## src/rtl/timer_pkg.sv

```systemverilog
// Shared types, limits and 7-segment table for the countdown timer.
package timer_pkg;

    typedef enum logic [1:0] {
        StIdle  = 2'd0,
        StRun   = 2'd1,
        StPause = 2'd2,
        StDone  = 2'd3
    } state_e;

    // Layout matches the preset input bit for bit.
    typedef struct packed {
        logic [2:0] min_h;
        logic [3:0] min_l;
        logic [2:0] sec_h;
        logic [3:0] sec_l;
    } bcd_time_t;

    localparam logic [3:0] LO_DIGIT_MAX = 4'd9;
    localparam logic [2:0] HI_DIGIT_MAX = 3'd5;

    // Active-high {g,f,e,d,c,b,a}.
    localparam logic [6:0] SEG_BLANK = 7'h00;

    function automatic logic [6:0] seg7_code(input logic [3:0] d);
        logic [6:0] c;
        case (d)
            4'd0:    c = 7'h3F;
            4'd1:    c = 7'h06;
            4'd2:    c = 7'h5B;
            4'd3:    c = 7'h4F;
            4'd4:    c = 7'h66;
            4'd5:    c = 7'h6D;
            4'd6:    c = 7'h7D;
            4'd7:    c = 7'h07;
            4'd8:    c = 7'h7F;
            4'd9:    c = 7'h6F;
            default: c = SEG_BLANK;
        endcase
        return c;
    endfunction

    // Each digit saturates at its own limit, independently of the others.
    function automatic bcd_time_t clamp_time(input logic [13:0] p);
        bcd_time_t t;
        t = p;
        if (t.min_h > HI_DIGIT_MAX) t.min_h = HI_DIGIT_MAX;
        if (t.min_l > LO_DIGIT_MAX) t.min_l = LO_DIGIT_MAX;
        if (t.sec_h > HI_DIGIT_MAX) t.sec_h = HI_DIGIT_MAX;
        if (t.sec_l > LO_DIGIT_MAX) t.sec_l = LO_DIGIT_MAX;
        return t;
    endfunction

endpackage

```

## src/rtl/seg7_scan.sv

```systemverilog
// Multiplexed 4-digit 7-segment driver with colon dp and expired-state blink.
module seg7_scan
    import timer_pkg::*;
#(
    parameter int unsigned SCAN_DIV   = 12_500,
    parameter int unsigned BLINK_DIV  = 12_500_000,
    parameter int unsigned ACTIVE_LOW = 1
) (
    input  logic      clk,
    input  logic      rst_n,
    input  bcd_time_t i_time,
    input  logic      i_dp_on,
    input  logic      i_blink_en,
    output logic [7:0] o_seg,
    output logic [3:0] o_sel
);

    localparam int SW = (SCAN_DIV > 1) ? $clog2(SCAN_DIV) : 1;
    localparam int BW = (BLINK_DIV > 1) ? $clog2(BLINK_DIV) : 1;
    localparam logic POL_LOW = (ACTIVE_LOW != 0);

    logic [SW-1:0] r_scan_cnt;
    logic [1:0]    r_digit;
    logic [BW-1:0] r_blink_cnt;
    logic          r_phase_on;
    logic [7:0]    r_seg;
    logic [3:0]    r_sel;

    logic [3:0]    w_bcd;
    logic [7:0]    w_seg_hi;
    logic [3:0]    w_sel_hi;

    // Free-running scan prescaler; digit index advances on each wrap.
    always_ff @(posedge clk or negedge rst_n) begin
        if (!rst_n) begin
            r_scan_cnt <= '0;
            r_digit    <= 2'd0;
        end else if (r_scan_cnt == SW'(SCAN_DIV - 1)) begin
            r_scan_cnt <= '0;
            r_digit    <= r_digit + 2'd1;
        end else begin
            r_scan_cnt <= r_scan_cnt + SW'(1);
        end
    end

    // Blink phase runs only while expired; parked at "on" otherwise so it restarts cleanly.
    always_ff @(posedge clk or negedge rst_n) begin
        if (!rst_n) begin
            r_blink_cnt <= '0;
            r_phase_on  <= 1'b1;
        end else if (!i_blink_en) begin
            r_blink_cnt <= '0;
            r_phase_on  <= 1'b1;
        end else if (r_blink_cnt == BW'(BLINK_DIV - 1)) begin
            r_blink_cnt <= '0;
            r_phase_on  <= ~r_phase_on;
        end else begin
            r_blink_cnt <= r_blink_cnt + BW'(1);
        end
    end

    // Digit mux, decode and masking in active-high form.
    always_comb begin
        case (r_digit)
            2'd0:    w_bcd = i_time.sec_l;
            2'd1:    w_bcd = {1'b0, i_time.sec_h};
            2'd2:    w_bcd = i_time.min_l;
            default: w_bcd = {1'b0, i_time.min_h};
        endcase
        w_seg_hi = {(r_digit == 2'd2) && i_dp_on, seg7_code(w_bcd)};
        if (i_blink_en && !r_phase_on) begin
            w_seg_hi = {1'b0, SEG_BLANK};
        end
        w_sel_hi = 4'b0001 << r_digit;
    end

    // Output registers with polarity applied here.
    always_ff @(posedge clk or negedge rst_n) begin
        if (!rst_n) begin
            r_seg <= POL_LOW ? 8'hFF : 8'h00;
            r_sel <= POL_LOW ? 4'b1110 : 4'b0001;
        end else begin
            r_seg <= POL_LOW ? ~w_seg_hi : w_seg_hi;
            r_sel <= POL_LOW ? ~w_sel_hi : w_sel_hi;
        end
    end

    assign o_seg = r_seg;
    assign o_sel = r_sel;

endmodule

```

## src/rtl/countdown_timer.sv

```systemverilog
// MM:SS up/down timer with load/start/stop control and multiplexed display.
module countdown_timer
    import timer_pkg::*;
#(
    parameter int unsigned CLK_HZ     = 50_000_000,
    parameter int unsigned SCAN_DIV   = 12_500,
    parameter int unsigned BLINK_DIV  = 12_500_000,
    parameter int unsigned ACTIVE_LOW = 1
) (
    input  logic        clk,
    input  logic        rst_n,
    input  logic        mode,
    input  logic [13:0] preset,
    input  logic        load,
    input  logic        start,
    input  logic        stop,
    output logic [7:0]  seg,
    output logic [3:0]  sel,
    output logic        done,
    output logic        rollover
);

    localparam int PW = (CLK_HZ > 1) ? $clog2(CLK_HZ) : 1;

    state_e    r_state;
    bcd_time_t r_time;
    logic      r_mode;
    logic [PW-1:0] r_presc;
    logic      r_rollover;

    logic      w_tick;
    logic      w_wrap;
    logic      w_dp_on;
    bcd_time_t w_time_inc;
    bcd_time_t w_time_dec;

    assign w_tick  = (r_state == StRun) && (r_presc == PW'(CLK_HZ - 1));
    // Colon blinks with the second phase while running, steady otherwise.
    assign w_dp_on = (r_state != StRun) || (r_presc < PW'(CLK_HZ / 2));

    // BCD ripple increment; flags the 59:59 -> 00:00 wrap.
    always_comb begin
        w_time_inc = r_time;
        w_wrap     = 1'b0;
        if (r_time.sec_l != LO_DIGIT_MAX) begin
            w_time_inc.sec_l = r_time.sec_l + 4'd1;
        end else begin
            w_time_inc.sec_l = '0;
            if (r_time.sec_h != HI_DIGIT_MAX) begin
                w_time_inc.sec_h = r_time.sec_h + 3'd1;
            end else begin
                w_time_inc.sec_h = '0;
                if (r_time.min_l != LO_DIGIT_MAX) begin
                    w_time_inc.min_l = r_time.min_l + 4'd1;
                end else begin
                    w_time_inc.min_l = '0;
                    if (r_time.min_h != HI_DIGIT_MAX) begin
                        w_time_inc.min_h = r_time.min_h + 3'd1;
                    end else begin
                        w_time_inc.min_h = '0;
                        w_wrap           = 1'b1;
                    end
                end
            end
        end
    end

    // BCD ripple decrement with borrow; never evaluated at 00:00 while running.
    always_comb begin
        w_time_dec = r_time;
        if (r_time.sec_l != 4'd0) begin
            w_time_dec.sec_l = r_time.sec_l - 4'd1;
        end else begin
            w_time_dec.sec_l = LO_DIGIT_MAX;
            if (r_time.sec_h != 3'd0) begin
                w_time_dec.sec_h = r_time.sec_h - 3'd1;
            end else begin
                w_time_dec.sec_h = HI_DIGIT_MAX;
                if (r_time.min_l != 4'd0) begin
                    w_time_dec.min_l = r_time.min_l - 4'd1;
                end else begin
                    w_time_dec.min_l = LO_DIGIT_MAX;
                    if (r_time.min_h != 3'd0) begin
                        w_time_dec.min_h = r_time.min_h - 3'd1;
                    end else begin
                        w_time_dec.min_h = HI_DIGIT_MAX;
                    end
                end
            end
        end
    end

    // Control FSM, one-second prescaler and time register; load > stop > start.
    always_ff @(posedge clk or negedge rst_n) begin
        if (!rst_n) begin
            r_state    <= StIdle;
            r_time     <= '0;
            r_mode     <= 1'b0;
            r_presc    <= '0;
            r_rollover <= 1'b0;
        end else begin
            r_rollover <= 1'b0;
            if (load) begin
                r_time  <= clamp_time(preset);
                r_mode  <= mode;
                r_state <= StIdle;
                r_presc <= '0;
            end else if (stop) begin
                if (r_state == StRun) r_state <= StPause;
            end else if (start && (r_state == StIdle || r_state == StPause)) begin
                r_presc <= '0;
                if (r_state == StIdle && r_mode && r_time == '0) begin
                    r_state <= StDone;
                end else begin
                    r_state <= StRun;
                end
            end else if (r_state == StRun) begin
                if (w_tick) begin
                    r_presc <= '0;
                    if (!r_mode) begin
                        r_time     <= w_time_inc;
                        r_rollover <= w_wrap;
                    end else begin
                        r_time <= w_time_dec;
                        if (w_time_dec == '0) r_state <= StDone;
                    end
                end else begin
                    r_presc <= r_presc + PW'(1);
                end
            end
        end
    end

    assign done     = (r_state == StDone);
    assign rollover = r_rollover;

    seg7_scan #(
        .SCAN_DIV   (SCAN_DIV),
        .BLINK_DIV  (BLINK_DIV),
        .ACTIVE_LOW (ACTIVE_LOW)
    ) u_scan (
        .clk        (clk),
        .rst_n      (rst_n),
        .i_time     (r_time),
        .i_dp_on    (w_dp_on),
        .i_blink_en (done),
        .o_seg      (seg),
        .o_sel      (sel)
    );

endmodule
```

## config.mk

```make
export PLATFORM = sky130hd
export DESIGN_NAME = countdown_timer
export DESIGN_NICKNAME = d
export VERILOG_FILES = /design/src/rtl/timer_pkg.sv /design/src/rtl/seg7_scan.sv /design/src/rtl/countdown_timer.sv
export SDC_FILE = /design/constraint.sdc
export NUM_CORES = 1
export LEC_CHECK = 0
export ABC_AREA = 1
export CORE_ASPECT_RATIO = 1.4
export CORE_MARGIN = 2
export CORE_UTILIZATION = 50
export DETAILED_ROUTE_END_ITERATION = 10
export GPL_TIMING_DRIVEN = 0
export PLACE_DENSITY = 0.69
export SETUP_SLACK_MARGIN = 0.3
export SKIP_CTS_REPAIR_TIMING = 1
export SLEW_MARGIN = 20
export SYNTH_ARGS = -nofsm -noshare
export SYNTH_HDL_FRONTEND = slang
export SYNTH_SLANG_ARGS = --single-unit
```

## constraint.sdc

```tcl
create_clock -name clk -period 3 [get_ports clk]
set_input_delay 0.6 -clock clk [delete_from_list [all_inputs] [get_ports clk]]
set_output_delay 0.6 -clock clk [all_outputs]
set_load 0.01 [all_outputs]
```

==> flow_summary.ini, run 1 <==
[outcome]
status = complete, no violations

[synthesis]
synthesis.area_mm2 = 0.00591
synth_largest_area_cell = sky130_fd_sc_hd__dfrtp_1
synth_async_sr_flop_share_pct = 100
synth_cell_types = 44
postSynthNetCount = 833
number_of_enable_flip_flop_cells_after_synthesis = 0
synth-seq-area-share_pct = 41.3
netlist_top_cells_area = sky130_fd_sc_hd__dfrtp_1 36%, sky130_fd_sc_hd__nand2_1 9.9%, sky130_fd_sc_hd__inv_1 7.2%
synth-seq-cells = 97
netlist.area_leader.share_pct = 36.0
synthFlopType = sky130_fd_sc_hd__dfrtp_1
number_of_synthesis_warnings = 0
synth_cells = 800
syn_area_per_cell_um2 = 7.39

[grt]
first_pass_grt_wire_length_um = 24400
gr-usage-all-layers_pct = 23.9
grt_pass1_vias = 5470
antenna_violations_before_repair = 0
remaining_overflow_grt = 0
largest_net_degree_at_the_start_of_global_routing = 69

[floorplanning]
core_area_mm2 = 0.0117
fp.dieH_um = 133
start_util_pct = 50.5
die_width_um = 95.9
rows = 47
dieArea_mm2 = 0.0127
ioPinCount = 34

[critical_path]
cp_class = reg -> out
startpoint_type = flip-flop
max_stage_delay_ns = 0.55
list_of_cells_traversed_by_the_critical_path = nand2_1 > inv_1 > clkdlybuf4s50_1
critPathSlowestCell = sky130_fd_sc_hd__clkdlybuf4s50_1
critPathMaxFanout = 8
critical_path_required_ns = 2.40
crit_arrival_ns = 1.71
timing.critical_path.to_type = primary output

[route]
dr_total_vias = 5444
drt-total-wl_um = 14300
remaining_drc_errors = 0
avgRoutedWirePerCell_um = 14.4
avgViaCountPerCell = 5.46
ant_nets = 0
drtIter0Drc = 293
drt_pass1_iterations = 6

[layout]
final_nets = 878
area_taken_by_multi_input_logic_gates_mm2 = 0.00295
insertedDiodeCount = 0
area_growth_syn_to_layout_pct = 14.2
mostFrequentLayoutCell = sky130_fd_sc_hd__nand2_1
final_layout_size_suffix_gt1_share_pct = 10.1
fillerInstances = 1078
layout_common_cells = 156 x sky130_fd_sc_hd__nand2_1, 113 x sky130_fd_sc_hd__inv_1, 112 x sky130_fd_sc_hd__nor2_1
seqCellArea_mm2 = 0.00244

[place]
numPortBuffers = 33
dp_hpwl_um = 10900
gp_routability_congestion = 0.957
pre_cts_worst_setup_slack_ns = 0.523

[sta]
grt_setup_unrepaired = false
finalCritPeriodShare_pct = 76.9
final_max_slew_viol_count = 0
timing.final.ws_setup_ns = 0.693
worst_slew_pin_slew_ns = 0.562
holdWs_ns = 0.137
maximum_frequency_from_static_timing_analysis_mhz = 433
worst_slew_margin_rel_pct = 62.2
fin_skew_ns = 0.00586
final-hold-violation-count = 0
report.final.setup_viol = 0
min_period_ns = 2.31

[clocking]
clk_root_buffer_cell = sky130_fd_sc_hd__clkbuf_16
path_clk_slew_ns = 0.06
cts_inserted_buffers = 9
clock_tree.buffer_depth = 2
clock_latency_ns = 0.34
htree_num_levels = 3
clock_net_sink_count = 97
cts_tree = yes

[pwr]
power.total_uw = 3440
cellPowerDensity_mw_per_mm2 = 510
p_leak_uw = 0.00307
vdd_ir_drop_max_uv = 297

[worst_hold_path]
worst_hold_path_type = in -> async

[run]
drv_cap = 0
-- final cells by class --
class                      instances  share of cell area, %
multi-input combinational        568                   43.7
sequential                        97                   36.2
inverter                         127                   7.06
timing repair buffer              34                   5.32
clock buffer                      12                   3.65
tap                              147                   2.72
clock inverter                     4                  0.778
buffer                             8                  0.612
-- path summary, 6_finish.rpt --
kind	start	end	slack, ns	cells after the start
hold reg to reg	u_scan.r_scan_cnt[0]	u_scan.r_scan_cnt[0]	0.46	1
hold / removal	rst_n	r_time[9]	0.14	1
setup reg to reg	u_scan.r_digit[0]	u_scan.o_seg[3]	0.74	10
max in group asynchronous	rst_n	u_scan.r_phase_on	2.21	2
setup / recovery	r_state[0]	done	0.69	3
min in group clk	u_scan.r_scan_cnt[0]	u_scan.r_scan_cnt[0]	0.46	1
-- synthesized netlist by cell type (3+ instances only) --
| cell type | number |
|---|---|
| sky130_fd_sc_hd__nor3_2 | 3 |
| sky130_fd_sc_hd__ha_1 | 13 |
| sky130_fd_sc_hd__buf_2 | 6 |
| sky130_fd_sc_hd__dfrtp_1 | 85 |
| sky130_fd_sc_hd__nor3b_1 | 3 |
| sky130_fd_sc_hd__nand3_2 | 3 |
| sky130_fd_sc_hd__nor2_4 | 4 |
| sky130_fd_sc_hd__dfstp_2 | 12 |
| sky130_fd_sc_hd__a31oi_1 | 4 |
| sky130_fd_sc_hd__nand2_2 | 7 |
| sky130_fd_sc_hd__nand2_4 | 5 |
| sky130_fd_sc_hd__nor2_2 | 8 |
| sky130_fd_sc_hd__nand2_1 | 156 |
| sky130_fd_sc_hd__inv_1 | 113 |
| sky130_fd_sc_hd__nand3_1 | 51 |
| sky130_fd_sc_hd__inv_2 | 14 |
| sky130_fd_sc_hd__o21ai_1 | 8 |
| sky130_fd_sc_hd__nor2_1 | 112 |
| sky130_fd_sc_hd__xor2_1 | 20 |
| sky130_fd_sc_hd__nand4_1 | 17 |
| sky130_fd_sc_hd__nor3_1 | 21 |
| sky130_fd_sc_hd__or2_2 | 3 |
| sky130_fd_sc_hd__nor4_1 | 14 |
| sky130_fd_sc_hd__a21oi_1 | 33 |
| sky130_fd_sc_hd__o21ai_0 | 46 |
| sky130_fd_sc_hd__a211oi_1 | 6 |
| sky130_fd_sc_hd__o22ai_1 | 9 |
| sky130_fd_sc_hd__xnor2_1 | 4 |
-- metal layers --
layer / vias up / GRT usage, % / part of all wire [%]
met4: 0 / 10.6 / 3.0
met5: - / 0 / 0
met3: 34 / 2.73 / 3.8
met2: 160 / 41.9 / 51
met1: 2551 / 28.7 / 42
li1: 2699 / - / -
-- power by group --
group	internal (µW)	switching, µW
combinational	276	481
clock	672	494
sequential	1430	88.1
-- worst max-delay path: cells and delay by family, from the launching register on --
| kind | cells | cell delay [ns] |
|---|---|---|
| buffers and inverters | 2 | 0.72 |
| flip-flops | 1 | 0.42 |
| AND/OR/NAND/NOR | 1 | 0.23 |
-- kinds of logic after synthesis --
kind of cell               after synthesis  synth area share, %
adders and majority gates               13                 2.75
buffers and inverters                  135                 8.77
DFF                                     97                 41.3
xor gates and xnor gates                24                 3.56
and+or+nand+nor                        413                 32.5
AOI/OAI and AO/OA                      118                 11.1
-- through the flow --
stage	util, %	area [µm²]	cells	TNS (ns)
6_report	57.7	6750	997	0
5_1_grt	57.7	6750	997	0
4_1_cts	57.7	6750	997	0
3_5_place_dp	55.1	6450	981	0
3_3_place_gp	54.9	6420	980	-216.45
2_1_floorplan	-	5910	800	0
-- registers in the layout, summed over array words and instances, names as in the netlist --
| name | count |
|---|---|
| rollover | 1 |
| u_scan.o_seg | 8 |
| r_mode | 1 |
| u_scan.r_digit | 2 |
| u_scan.r_blink_cnt | 24 |
| u_scan.o_sel | 4 |
| r_presc | 26 |
| r_state | 2 |
| u_scan.r_scan_cnt | 14 |
| r_time | 14 |
| u_scan.r_phase_on | 1 |
Note: power is estimated with default switching activity, not from simulation.
==> inputs of run 2 (changes only) <==
--- a/config.mk
+++ b/config.mk
@@ -11,7 +11,7 @@
 export CORE_UTILIZATION = 50
 export DETAILED_ROUTE_END_ITERATION = 10
 export GPL_TIMING_DRIVEN = 0
-export PLACE_DENSITY = 0.69
+export PLACE_DENSITY = 0.71
 export SETUP_SLACK_MARGIN = 0.3
 export SKIP_CTS_REPAIR_TIMING = 1
 export SLEW_MARGIN = 20
==> constraint.sdc (replaced) <==
create_clock -name clk -period 2.1 [get_ports clk]
set_input_delay 0.42 -clock clk [delete_from_list [all_inputs] [get_ports clk]]
set_output_delay 0.42 -clock clk [all_outputs]
set_load 0.01 [all_outputs]
==> flow_summary.ini, run 2 (synthesis gave the netlist of run 1 again) <==
[floorplanning]
dieArea_mm2 = 0.0127
core_area_mm2 = 0.0117
ioPinCount = 34
fp.dieH_um = 133
start_util_pct = 50.5
rows = 47
die_width_um = 95.9

[clocking]
clock_net_sink_count = 97
path_clk_slew_ns = 0.07
cts_inserted_buffers = 9
htree_num_levels = 3
cts_tree = yes
clk_root_buffer_cell = sky130_fd_sc_hd__clkbuf_16
clock_tree.buffer_depth = 2
clock_latency_ns = 0.35

[place]
pre_cts_worst_setup_slack_ns = -0.219
gp_routability_congestion = 0.965
numPortBuffers = 33
dp_hpwl_um = 10600

[outcome]
violations = negative hold slack
status = finished with violations

[critical_path]
critPathSlowestCell = sky130_fd_sc_hd__dfrtp_2
critPathMaxFanout = 5
timing.critical_path.to_type = flip-flop
max_stage_delay_ns = 0.48
crit-reg2reg-capture = u_scan.o_seg[6]
list_of_cells_traversed_by_the_critical_path = inv_4 > ha_4 > inv_4 > o21ai_4 > o22ai_4 > inv_2 > ha_4 > or2_4 > o211ai_1 > nand2_1
crit_arrival_ns = 2.18
timing.critical_path.from = u_scan.r_digit[0]
cp_class = reg -> reg
critical_path_buf_inv_count = 3
rrSetupSlack_ns = 0.20
crit-reg2reg-launch = u_scan.r_digit[0]
r2r.worst_path.cells = 10
critical_path_required_ns = 2.38
startpoint_type = flip-flop
crit_family = flip-flops

[layout]
final_nets = 922
mostFrequentLayoutCell = sky130_fd_sc_hd__nand2_1
fillerInstances = 983
area_growth_syn_to_layout_pct = 29.4
final_layout_size_suffix_gt1_share_pct = 24.9
largest_register = r_presc
area_taken_by_multi_input_logic_gates_mm2 = 0.00341
largest_register_ffs = 26
insertedDiodeCount = 0
layout_common_cells = 141 x sky130_fd_sc_hd__nand2_1, 98 x sky130_fd_sc_hd__inv_1, 95 x sky130_fd_sc_hd__nor2_1
top_regs = r_presc x26, u_scan.r_blink_cnt x24
seqCellArea_mm2 = 0.00246

[sta]
final_max_slew_viol_count = 0
report.final.setup_viol = 0
grt_setup_unrepaired = true
maximum_frequency_from_static_timing_analysis_mhz = 526
min_period_ns = 1.90
worst_slew_margin_rel_pct = 69.0
worst_slew_pin_slew_ns = 0.464
final-hold-violation-count = 6
fin_skew_ns = 0.00820
holdWs_ns = -0.0106
finalCritPeriodShare_pct = 90.5
timing.final.ws_setup_ns = 0.200
totalNegativeSetupSlack_ns = 0

[grt]
gr-usage-all-layers_pct = 23.7
grt_pass1_vias = 5311
remaining_overflow_grt = 0
largest_net_degree_at_the_start_of_global_routing = 51
first_pass_grt_wire_length_um = 24000
antenna_violations_before_repair = 0

[route]
dr_total_vias = 5676
drt-total-wl_um = 15500
drtIter0Drc = 298
ant_nets = 0
drt_pass1_iterations = 5
remaining_drc_errors = 0
route.top_layer_used = met4
wl_met1_um = 6260
avgViaCountPerCell = 5.45
dr_wl_met3_um = 681
avgRoutedWirePerCell_um = 14.9
route.met2.wl_um = 8210

[pwr]
p_leak_uw = 0.00345
vdd_ir_drop_max_uv = 469
cellPowerDensity_mw_per_mm2 = 679

[run]
drv_cap = 0

[worst_hold_path]
worst_hold_path_type = in -> async
## run 2: final cells by class
| class | instances | share of cell area [%] |
|---|---|---|
| Inverter | 127 | 6.66 |
| Sequential cell | 97 | 32.1 |
| Clock buffer | 11 | 3.18 |
| Multi-Input combinational cell | 568 | 44.5 |
| Tap cell | 147 | 2.41 |
| Buffer | 7 | 0.802 |
| Timing Repair Buffer | 79 | 9.64 |
| Clock inverter | 5 | 0.622 |
## run 2: worst max path at each step
stage	slack (ns)	cells after the start	to
finish	0.20	10	u_scan.o_seg[6]
detailed placement	-0.22	9	r_presc[8]
global placement	-3.39	1	u_scan.r_digit[0]
CTS	-0.11	3	done
global route	0.12	13	r_time[13]
floorplan	0.31	9	u_scan.o_seg[6]
## run 2: metrics by stage
stage | cell area (µm²) | hold slack (ns) | total power [µW] | util (%) | cells
after global placement | 6480 | 0.439 | 3250 | 55.4 | 980
final | 7640 | -0.0106 | 5190 | 65.3 | 1041
after global routing | 7640 | 0.0279 | 5430 | 65.3 | 1041
after detailed placement | 6510 | 0.389 | 3290 | 55.6 | 981
after floorplan | 5970 | 0.124 | 2860 | - | 800
after CTS | 6800 | 0.0129 | 4920 | 58.1 | 997
## run 2: where the power goes
group	switching (µW)	internal (µW)
Sequential	139	2050
Combinational	819	531
Clock	789	861
Total	1750	3440
## run 2: routing by layer
layer / track usage, % / vias up
li1: - / 2799
met5: 0 / -
met3: 3.59 / 35
met2: 42.4 / 173
met4: 7.54 / 0
met1: 28.5 / 2669
